**config.mk**
```make
export PLATFORM = sky130hd
export DESIGN_NAME = ca_row_engine_flat
export DESIGN_NICKNAME = d
export VERILOG_FILES = /design/src/rtl/ca_row_engine_if.sv /design/src/rtl/ca_row_engine.sv /design/src/flat_wrapper.sv
export SDC_FILE = /design/constraint.sdc
export NUM_CORES = 1
export LEC_CHECK = 0
export ABC_AREA = 1
export BUFFER_PORTS_ARGS = -buffer_cell sky130_fd_sc_hd__buf_2
export CAP_MARGIN = 10
export CORE_UTILIZATION = 50
export CTS_CLUSTER_DIAMETER = 80
export DETAILED_ROUTE_END_ITERATION = 6
export GPL_ROUTABILITY_DRIVEN = 0
export PLACE_DENSITY_LB_ADDON = 0.25
export SLEW_MARGIN = 30
export SYNTH_ARGS = -nofsm -noshare
export SYNTH_HDL_FRONTEND = slang
export SYNTH_SLANG_ARGS = --single-unit
```
**constraint.sdc**
```tcl
create_clock -name clk -period 8.8 [get_ports clk]
set_input_delay 1.76 -clock clk [delete_from_list [all_inputs] [get_ports clk]]
set_output_delay 1.76 -clock clk [all_outputs]
set_load 0.01 [all_outputs]
```
**src/rtl/ca_row_engine_if.sv**
```systemverilog
// ca_row_engine_if -- framebuffer row-write port.
//
// Carries one generation per transfer from the CA engine to the row-addressed
// image memory. A write completes on a cycle where wr_en and wr_ready are
// both high; until then the master holds wr_row and wr_data steady.
//
// Signals:
//   wr_en     master -> slave  write valid
//   wr_row    master -> slave  row address (RW bits)
//   wr_data   master -> slave  generation bits (WIDTH bits, bit WIDTH-1 leftmost)
//   wr_ready  slave  -> master memory accepts the write this cycle
interface ca_row_engine_if #(
  parameter int WIDTH = 80,
  parameter int RW    = 7
);
  logic             wr_en;
  logic [RW-1:0]    wr_row;
  logic [WIDTH-1:0] wr_data;
  logic             wr_ready;

  modport master (output wr_en, output wr_row, output wr_data, input  wr_ready);
  modport slave  (input  wr_en, input  wr_row, input  wr_data, output wr_ready);
endinterface

```
**src/rtl/ca_row_engine.sv**
```systemverilog
// ca_row_engine -- 1D elementary cellular-automaton row generator.
//
// Evolves a WIDTH-cell row under a runtime 8-bit Wolfram rule and writes each
// generation into a ROWS-deep framebuffer through a ready/valid port.
//
// Ports:
//   clk, rst       clock, asynchronous active-high reset
//   tick_i         one-cycle step strobe from the prescaler
//   run_i          level; advance on every tick while high
//   step_i         one-cycle strobe; advance once regardless of run_i
//   load_i         one-cycle strobe; latch seed_i and restart at row 0
//   seed_i         initial generation
//   rule_i         Wolfram rule, sampled when a generation is computed
//   wr_if          framebuffer write port (master side)
//   gen_count_o    generations since last load (16-bit, wraps)
//   frame_done_o   one-cycle pulse after row ROWS-1 is accepted
//   top_row_o      oldest displayed row
//   overrun_o      sticky; an advance request arrived while writing
//   busy_o         high while a row write is outstanding
//
// Build option: define CA_SCROLL_EN to keep evolving after the first frame and
// scroll the display via top_row_o. Without it the image restarts from the
// seed after every completed frame and top_row_o stays 0.
module ca_row_engine #(
  parameter int WIDTH    = 80,
  parameter int ROWS     = 60,
  parameter int RW       = 7,
  parameter int BOUNDARY = 0
) (
  input  logic                clk,
  input  logic                rst,
  input  logic                tick_i,
  input  logic                run_i,
  input  logic                step_i,
  input  logic                load_i,
  input  logic [WIDTH-1:0]    seed_i,
  input  logic [7:0]          rule_i,
  ca_row_engine_if.master     wr_if,
  output logic [15:0]         gen_count_o,
  output logic                frame_done_o,
  output logic [RW-1:0]       top_row_o,
  output logic                overrun_o,
  output logic                busy_o
);

  typedef enum logic [1:0] {
    ST_IDLE  = 2'd0,
    ST_WRITE = 2'd1,
    ST_WAIT  = 2'd2
  } state_e;

  state_e           state_q, state_d;
  logic [WIDTH-1:0] cur_q, cur_d;
  logic [WIDTH-1:0] seed_q, seed_d;
  logic             wr_en_q, wr_en_d;
  logic [RW-1:0]    wr_row_q, wr_row_d;
  logic [15:0]      gen_count_q, gen_count_d;
  logic             frame_done_q, frame_done_d;
  logic [RW-1:0]    top_row_q, top_row_d;
  logic             overrun_q, overrun_d;
  logic             load_pend_q, load_pend_d;
  // Set once row ROWS-1 has been accepted since the last (re)start.
  logic             filled_q, filled_d;

  logic             adv_s;
  logic             last_row_s;
  logic [RW-1:0]    row_inc_s;

  // One generation step. ext[i+1] holds cell i; ext[0] and ext[WIDTH+1] are
  // the neighbours just outside the right and left edges.
  function automatic logic [WIDTH-1:0] next_gen(input logic [WIDTH-1:0] c,
                                                input logic [7:0]       r);
    logic [WIDTH+1:0] ext;
    logic [WIDTH-1:0] res;
    ext[WIDTH:1] = c;
    if (BOUNDARY == 1) begin
      ext[0]       = c[WIDTH-1];
      ext[WIDTH+1] = c[0];
    end else begin
      ext[0]       = 1'b0;
      ext[WIDTH+1] = 1'b0;
    end
    for (int i = 0; i < WIDTH; i++) begin
      res[i] = r[{ext[i+2], ext[i+1], ext[i]}];
    end
    return res;
  endfunction

  assign adv_s      = (tick_i & run_i) | step_i;
  assign last_row_s = (wr_row_q == RW'(ROWS - 1));
  assign row_inc_s  = last_row_s ? {RW{1'b0}} : (wr_row_q + {{(RW-1){1'b0}}, 1'b1});

  // Next-state and datapath update for the write/advance sequencer.
  always_comb begin
    state_d      = state_q;
    cur_d        = cur_q;
    seed_d       = seed_q;
    wr_en_d      = wr_en_q;
    wr_row_d     = wr_row_q;
    gen_count_d  = gen_count_q;
    frame_done_d = 1'b0;
    top_row_d    = top_row_q;
    overrun_d    = overrun_q;
    load_pend_d  = load_pend_q;
    filled_d     = filled_q;

    case (state_q)
      ST_IDLE: begin
        if (load_i) begin
          seed_d      = seed_i;
          cur_d       = seed_i;
          wr_row_d    = {RW{1'b0}};
          gen_count_d = 16'd0;
          overrun_d   = 1'b0;
          top_row_d   = {RW{1'b0}};
          load_pend_d = 1'b0;
          filled_d    = 1'b0;
          wr_en_d     = 1'b1;
          state_d     = ST_WRITE;
        end else begin
          state_d = ST_IDLE;
        end
      end

      ST_WRITE: begin
        if (adv_s) begin
          overrun_d = 1'b1;
        end else begin
          overrun_d = overrun_q;
        end
        if (load_i) begin
          load_pend_d = 1'b1;
        end else begin
          load_pend_d = load_pend_q;
        end
        if (wr_if.wr_ready) begin
          wr_en_d      = 1'b0;
          wr_row_d     = row_inc_s;
          frame_done_d = last_row_s;
          filled_d     = filled_q | last_row_s;
`ifdef CA_SCROLL_EN
          // Once a full frame exists the oldest row is the next one to be overwritten.
          if (filled_q || last_row_s) begin
            top_row_d = row_inc_s;
          end else begin
            top_row_d = {RW{1'b0}};
          end
`endif
          state_d = ST_WAIT;
        end else begin
          state_d = ST_WRITE;
        end
      end

      ST_WAIT: begin
        if (load_i || load_pend_q) begin
          // Load wins over a simultaneous advance, which is silently discarded.
          seed_d      = seed_i;
          cur_d       = seed_i;
          wr_row_d    = {RW{1'b0}};
          gen_count_d = 16'd0;
          overrun_d   = 1'b0;
          top_row_d   = {RW{1'b0}};
          load_pend_d = 1'b0;
          filled_d    = 1'b0;
          wr_en_d     = 1'b1;
          state_d     = ST_WRITE;
          // A pending load replays the seed captured now, so keep seed_i current when load_pend_q fires.
        end else if (adv_s) begin
`ifdef CA_SCROLL_EN
          cur_d       = next_gen(cur_q, rule_i);
          gen_count_d = gen_count_q + 16'd1;
`else
          // After a completed frame, restart the picture from the stored seed.
          if (filled_q) begin
            cur_d       = seed_q;
            gen_count_d = 16'd0;
            filled_d    = 1'b0;
          end else begin
            cur_d       = next_gen(cur_q, rule_i);
            gen_count_d = gen_count_q + 16'd1;
          end
`endif
          wr_en_d = 1'b1;
          state_d = ST_WRITE;
        end else begin
          state_d = ST_WAIT;
        end
      end

      default: begin
        wr_en_d = 1'b0;
        state_d = ST_IDLE;
      end
    endcase
  end

  // State and datapath registers.
  always_ff @(posedge clk or posedge rst) begin
    if (rst) begin
      state_q      <= ST_IDLE;
      cur_q        <= {WIDTH{1'b0}};
      seed_q       <= {WIDTH{1'b0}};
      wr_en_q      <= 1'b0;
      wr_row_q     <= {RW{1'b0}};
      gen_count_q  <= 16'd0;
      frame_done_q <= 1'b0;
      top_row_q    <= {RW{1'b0}};
      overrun_q    <= 1'b0;
      load_pend_q  <= 1'b0;
      filled_q     <= 1'b0;
    end else begin
      state_q      <= state_d;
      cur_q        <= cur_d;
      seed_q       <= seed_d;
      wr_en_q      <= wr_en_d;
      wr_row_q     <= wr_row_d;
      gen_count_q  <= gen_count_d;
      frame_done_q <= frame_done_d;
      top_row_q    <= top_row_d;
      overrun_q    <= overrun_d;
      load_pend_q  <= load_pend_d;
      filled_q     <= filled_d;
    end
  end

  // cur_q is only updated when entering WRITE, so it doubles as the held write data.
  assign wr_if.wr_en   = wr_en_q;
  assign wr_if.wr_row  = wr_row_q;
  assign wr_if.wr_data = cur_q;
  assign gen_count_o   = gen_count_q;
  assign frame_done_o  = frame_done_q;
  assign top_row_o     = top_row_q;
  assign overrun_o     = overrun_q;
  assign busy_o        = (state_q == ST_WRITE);

endmodule

```
**src/flat_wrapper.sv**
```systemverilog
// flat-port wrapper written by rule: the top's interface ports become plain ports
module ca_row_engine_flat 
#(
  parameter int WIDTH    = 80,
  parameter int ROWS     = 60,
  parameter int RW       = 7,
  parameter int BOUNDARY = 0
)
  (clk, rst, tick_i, run_i, step_i, load_i, seed_i, rule_i, gen_count_o, frame_done_o, top_row_o, overrun_o, busy_o, wr_if_wr_en, wr_if_wr_row, wr_if_wr_data, wr_if_wr_ready);
  ca_row_engine_if #(.WIDTH(WIDTH), .RW(RW)) wr_if_i ();
  input  logic clk;
  input  logic rst;
  input  logic tick_i;
  input  logic run_i;
  input  logic step_i;
  input  logic load_i;
  input  logic [WIDTH-1:0] seed_i;
  input  logic [7:0] rule_i;
  output logic [15:0] gen_count_o;
  output logic frame_done_o;
  output logic [RW-1:0] top_row_o;
  output logic overrun_o;
  output logic busy_o;
  output wire logic [$bits(wr_if_i.wr_en)-1:0] wr_if_wr_en;
  output wire logic [$bits(wr_if_i.wr_row)-1:0] wr_if_wr_row;
  output wire logic [$bits(wr_if_i.wr_data)-1:0] wr_if_wr_data;
  input wire logic [$bits(wr_if_i.wr_ready)-1:0] wr_if_wr_ready;
  assign wr_if_wr_en = wr_if_i.wr_en;
  assign wr_if_wr_row = wr_if_i.wr_row;
  assign wr_if_wr_data = wr_if_i.wr_data;
  assign wr_if_i.wr_ready = wr_if_wr_ready;
  ca_row_engine #(.WIDTH(WIDTH), .ROWS(ROWS), .RW(RW), .BOUNDARY(BOUNDARY)) u_core (.clk(clk), .rst(rst), .tick_i(tick_i), .run_i(run_i), .step_i(step_i), .load_i(load_i), .seed_i(seed_i), .rule_i(rule_i), .wr_if(wr_if_i), .gen_count_o(gen_count_o), .frame_done_o(frame_done_o), .top_row_o(top_row_o), .overrun_o(overrun_o), .busy_o(busy_o));
endmodule
```
### Word-level counts from Yosys, hierarchy flattened

Cells that the tools add are included.
W data, S select, Z words.

| operators by class | value |
|---|---|
| add/subtract/negate cells | 2 |
| $lt $le $gt $ge | 80 |
| equal/unequal tests | 9 |
| multiplexer cells | 202 |
| bitwise gates (word level) | 3 |
| reductions and logical operators | 11 |

Operators by type and width:

| kind | count |
|---|---|
| $mux W80 | 5 |
| $lt A3 B4 Y1 const B | 80 |
| $pmux W80 S2 | 2 |
| $bmux W1 S3 | 80 |
| $mux W1 | 96 |
| $mux W16 | 4 |
| $pmux W16 S2 | 1 |
| $mux W7 | 4 |
| $pmux W7 S3 | 1 |
| $add A16 B1 Y16 const B | 1 |
| $reduce_and A4 Y1 | 4 |
| $pmux W7 S2 | 1 |
| $pmux W1 S3 | 4 |
| $reduce_and A3 Y1 | 3 |
| $add A7 B1 Y7 const B | 1 |
| $eq A7 B6 Y1 const B | 1 |
| $mux W2 | 3 |
| $ne A2 B1 Y1 const B | 3 |
| $pmux W2 S3 | 1 |
| $ne A2 B2 Y1 const B | 2 |
| $ne A3 B1 Y1 const B | 1 |
| $reduce_bool A3 Y1 | 1 |
| $eq A2 B1 Y1 const B | 1 |
| $eq A2 B2 Y1 const B | 1 |
| 5 further kinds | 6 |

| storage, ports and cells | value |
|---|---|
| register bits after elaboration | 197 |
| input port bits | 95 |
| output and inout bits | 114 |

### Logic depth before layout (Yosys ltp)

| depth | value |
|---|---|
| depth in word-level cells | 11 |
| mapped depth | 11 |
| depth with buffers taken out | 11 |

### Worst setup path before layout

No wires, ideal clock.

| path | value |
|---|---|
| path kind | input-to-reg |
| start | input port tick_i |
| end | register u_core.cur_q[1] (netlist: u_core.wr_if.wr_data[1]) |
| library setup time | 87 ps |
| arrival | 2819 ps |
| setup slack | 5894 ps |
| cell stages on the path | 7 |
| buffers on the path | 2 |
| path through | a21oi_1 nand2_1 nand2_2 buf_4 buf_4 nor2_1 a22oi_1 |

| between the ends | value |
|---|---|
| longest elaborated chain between the ends | 4 |

Ends and longest elaborated chain:

| item | line | RTL |
|---|---|---|
| from (decl) | flat_wrapper.sv:13 | `input logic tick_i;` |
| $and A1 B1 Y1 | ca_row_engine.sv:89 | `assign adv_s = (tick_i & run_i) \| step_i;` |
| $or A1 B1 Y1 | ca_row_engine.sv:89 |  |
| $ne A3 B1 Y1 (no line) | -- |  |
| $reduce_and A3 Y1 (no line) | -- |  |
| to (signal assigned) | ca_row_engine.sv:202 | `cur_q <= {WIDTH{1'b0}};` |
| to (signal assigned) | ca_row_engine.sv:214 | `cur_q <= cur_d;` |
| to (decl) | ca_row_engine.sv:53 | `logic [WIDTH-1:0] cur_q, cur_d;` |

No other way between the ends.
A chain may end at the register's enable or synchronous reset.

### Worst setup path after layout

| path | value |
|---|---|
| start | input port load_i |
| end | register u_core.gen_count_q[11] (netlist: u_core.gen_count_o[11]) |

| between the ends | value |
|---|---|
| longest elaborated chain between the ends | 3 |
| elaborated cells on any way between the ends | 6 |
| classes of those cells | eq/ne: 2; mux: 2; reduce/logical: 2 |

Ends and longest elaborated chain:

| item | line | RTL |
|---|---|---|
| from (decl) | flat_wrapper.sv:16 | `input logic load_i;` |
| $logic_or A1 B1 Y1 | ca_row_engine.sv:156 | `if (load_i \|\| load_pend_q) begin` |
| $ne A3 B1 Y1 (no line) / $mux W16 (equally long branches) | -- |  |
| $reduce_and A3 Y1 (no line) / $pmux W16 S2 (equally long branches) | -- |  |
| to (signal assigned) | ca_row_engine.sv:218 | `gen_count_q <= gen_count_d;` |
| to (decl) | ca_row_engine.sv:57 | `logic [15:0] gen_count_q, gen_count_d;` |

Parallel ways exist; a longest one is shown, timed or not.

==> results by group <==
Status
  – Run status: finished with violations
  – Failing checks: design-rule violations

Worst hold path
  – Min-delay worst type: flip-flop to flip-flop
  – Hold_sp: u_core.wr_if.wr_en

Power and ir drop
  – Pwr Density: around 330 mW/mm^2
  – VDD IR max: 158 uV
  – Combinational power share: 48.1%
  – Sw Ratio: 48.3%
  – Switching pwr: roughly 2.4 mW
  – Sequential share of power: 36.4%
  – Leakage: ~6.7 nW
  – Int Pwr: between 2 and 3 mW
  – Clock share of power: 15.5%

STA
  – Final setup fails: 0
  – Slew @ Worst Pin: 0.992 ns
  – Hold Vio Cnt, Final: 0
  – Unrepaired setup endpoints after global routing: no
  – FMAX: 235 MHz
  – Final min period: 4.25 ns
  – Setup TNS: 0 ns
  – Period utilization: 48.3%
  – Slew margin rel.: 33.9%
  – Post-route setup slack: ~4.6 ns
  – Slew Limit Fails: 0
  – Clock Skew: 0.0111 ns

Synthesis
  – Top cells by area, synth: dfrtp_1 35%, o211ai_1 15%, nand3_1 14%, nand2_1 9.3%, o21ai_0 5.9%
  – Number of synthesized register bits: 190
  – Synth area leader: dfrtp_1
  – Avg Cell Area, Syn: 6.97 um^2
  – Top-area cell type share of the netlist area: 34.8%
  – Synth Instances: just under 2k
  – Netlist cell types: 30
  – Sequential-to-total area share from yosys stat: 34.8%
  – Syn. warnings: 0
  – Mapped Area: 0.0137 mm^2

GRT
  – Initial antenna violation count: 5
  – Largest net degree at the start of global routing: 130
  – Total Routing Usage GR: between 20% and 30%
  – Overflow after GRT: 0
  – Vias in the first global route: between 10k and 15k
  – First-pass GRT wire length: 66,800 um

Floorplan
  – Initial Util: just over 50%
  – I/O pins: 209
  – Die footprint: about 0.028 mm^2
  – Core Area: 0.0269 mm^2
  – Chip Height: about 170 um
  – # rows: 60
  – Die Wd: 167 um

Clocking
  – Root Buffer Master: clkbuf_16
  – CTS tree: done
  – Clock Latency Late Sink: between 0.4 and 0.5 ns
  – Hold_buf cts: 0
  – TritonCTS Buffers: 17
  – CTS max path bufs: 2
  – H-tree depth: 4
  – Clock transition at the registers of the reported paths: approximately 0.08 ns
  – Clock sinks: 190
  – Post-CTS Setup Inserts: 0
  – # resized after CTS: 0

Layout
  – Area grow syn2layout: 10.8%
  – Fillers: 2,583
  – Fin nets: 2,133
  – Share of layout cells above drive strength 1: 13.0%
  – Final Util: 56.3%
  – Final instance area: 0.0151 mm^2

Worst setup path
  – Setup crit start: load_i
  – Origin of the critical flop-to-flop path: u_core.state_q[1]
  – Top delay family on crit path: simple AND/OR/NAND/NOR gates
  – Cell mode on critical path: nand2_1
  – Worst Setup End Kind: flip-flop
  – Cell chain of the critical path: buf_2 -> inv_1 -> nand2_1 -> nor2_4 -> inv_2 -> nor2_4 -> buf_4 -> nor2_2 -> inv_2 -> nand2_1 -> o21ai_0 -> nand2_1 -> inv_1
  – WP buf/inv: 6
  – CP arrival: around 4.6 ns
  – Crit Path Max Fanout: 49
  – Critical path type: primary input to flip-flop
  – CP max stage cell: nor2_4
  – Req. time, crit path: slightly above 9 ns
  – CP Launch Type: primary input
  – Worst path max stage delay: 0.69 ns

Drt
  – Drt first pass iters: 7
  – Routed wire length per instance: about 17 um
  – Drt total wl: 40,300 um
  – Vias/cell: 6.05
  – Final ANT Viol Nets: 0
  – Drt first-iter violations: 1,255
  – Via count: 14.5k
  – DRC: 2

Placement
  – Pre-CTS setup slack: 4.11 ns
  – Final HPWL DP: between 20,000 and 30,000 um
  – Port bufs: 201
  – Placed Instance Area: 0.0145 mm^2

Flow run
  – Number of max-cap violations: 0
cells in the mapped netlist:
| library cell | count |
|---|---|
| a21oi_4 | 1 |
| ha_1 | 2 |
| nor3b_1 | 2 |
| o211ai_1 | 268 |
| nand2_2 | 1 |
| inv_1 | 195 |
| nand4_1 | 3 |
| nor3_1 | 8 |
| nand3_1 | 372 |
| dfrtp_1 | 190 |
| o21ai_1 | 15 |
| o21ai_0 | 162 |
| buf_4 | 16 |
| buf_2 | 53 |
| a21oi_1 | 21 |
| inv_2 | 6 |
| clkbuf_1 | 87 |
| a22oi_1 | 78 |
| nor2_1 | 115 |
| o2111ai_1 | 1 |
| nand2_1 | 338 |
| a2bb2oi_1 | 1 |
| buf_1 | 10 |
| o21bai_1 | 2 |
| conb_1 | 1 |
| o21a_1 | 2 |
| nand3b_1 | 1 |
| clkinv_1 | 1 |
| nor2_2 | 4 |
| nor2_4 | 4 |
cell usage in the layout (no fill, tap or decap), drive strengths merged:
cell     instances
o21a             2
nor3b            2
a21oi           22
clkbuf          20
clkinv           8
nand4            3
inv            206
nand2          339
o211ai         268
nor3             8
diode            3
a2bb2oi          1
buf            217
o21ai          177
conb             7
ha               2
nand3          372
o21bai           2
nor2           123
o2111ai          1
dfrtp          190
a22oi           78
nand3b           1
power groups by stage:
| stage | registers (mW) | logic, mW | clock network [mW] |
|---|---|---|---|
| floorplan | 1.62 | 1.89 | 0 |
| global placement | 1.78 | 2.30 | 0 |
| CTS | 1.78 | 2.37 | 0.780 |
| global route | 1.87 | 2.70 | 0.807 |
| detailed placement | 1.80 | 2.36 | 0 |
| finish | 1.80 | 2.38 | 0.766 |
cells by family (layout without fill, tap and decap cells):
| logic type | Yosys count | after routing | synth area share [%] |
|---|---|---|---|
| AO/OA/AOI/OAI | 551 | 551 | 26.7 |
| buffers and inverters | 368 | 451 | 11.0 |
| other | 1 | 10 | 0.0274 |
| flip-flops | 190 | 190 | 34.8 |
| adder cells (fa/ha/maj) | 2 | 2 | 0.183 |
| AND/OR/NAND/NOR | 848 | 848 | 27.2 |
path summary, 6_finish.rpt:
path	to	slack, ns	cells after the start
worst max-delay path	u_core.gen_count_o[11]	4.55	13
worst min-delay path	u_core.wr_if.wr_en	0.48	2
worst max register to register	u_core.gen_count_o[11]	5.51	11
worst min register to register	u_core.wr_if.wr_en	0.48	2
max in group asynchronous	u_core.seed_q[56]	6.05	3
min in group asynchronous	u_core.seed_q[12]	1.41	2
area by class of cell:
type / instances / area, um^2 / area share, %
timing repair buffer: 217 / 1180 / 7.79
multi-input combinational: 1408 / 7440 / 49.1
tap: 341 / 427 / 2.82
clock inverter: 12 / 103 / 0.678
clock buffer: 20 / 457 / 3.02
antenna: 3 / 7.51 / 0.0496
inverter: 202 / 773 / 5.11
sequential: 190 / 4760 / 31.4
registers in the layout (all words and copies together), names as in the netlist, 2 cells and up:
signal                cells
u_core.seed_q            80
u_core.wr_if.wr_data     80
u_core.gen_count_o       16
u_core.wr_if.wr_row       7
u_core.state_q            2
worst reg2reg max path, delay by kind of cell, from the launching register on:
family	cells	cell delay, ns
and+or+nand+nor	6	1.64
buffers and inverters	4	1.03
DFF	1	0.50
AOI/OAI and AO/OA	1	0.08
metal layers:
metal	up-vias	share of wire (%)	wire length [um]	track usage (%)
li1	7061	-	-	-
met1	6708	45	18200	40.5
met2	632	44	17500	43.6
met3	69	9.1	3650	6.22
met4	4	2.0	815	9.37
met5	-	0.075	30	0
through the flow:
stage | std cells | power (mW) | hold slack [ns]
after global placement | 2355 | 4.08 | 0.453
final | 2393 | 4.95 | 0.479
after CTS | 2389 | 4.93 | 0.478
after floorplan | 1966 | 3.51 | 0.443
after detailed placement | 2357 | 4.16 | 0.457
after global routing | 2391 | 5.38 | 0.503
Note: power is estimated with default switching activity, not from simulation.
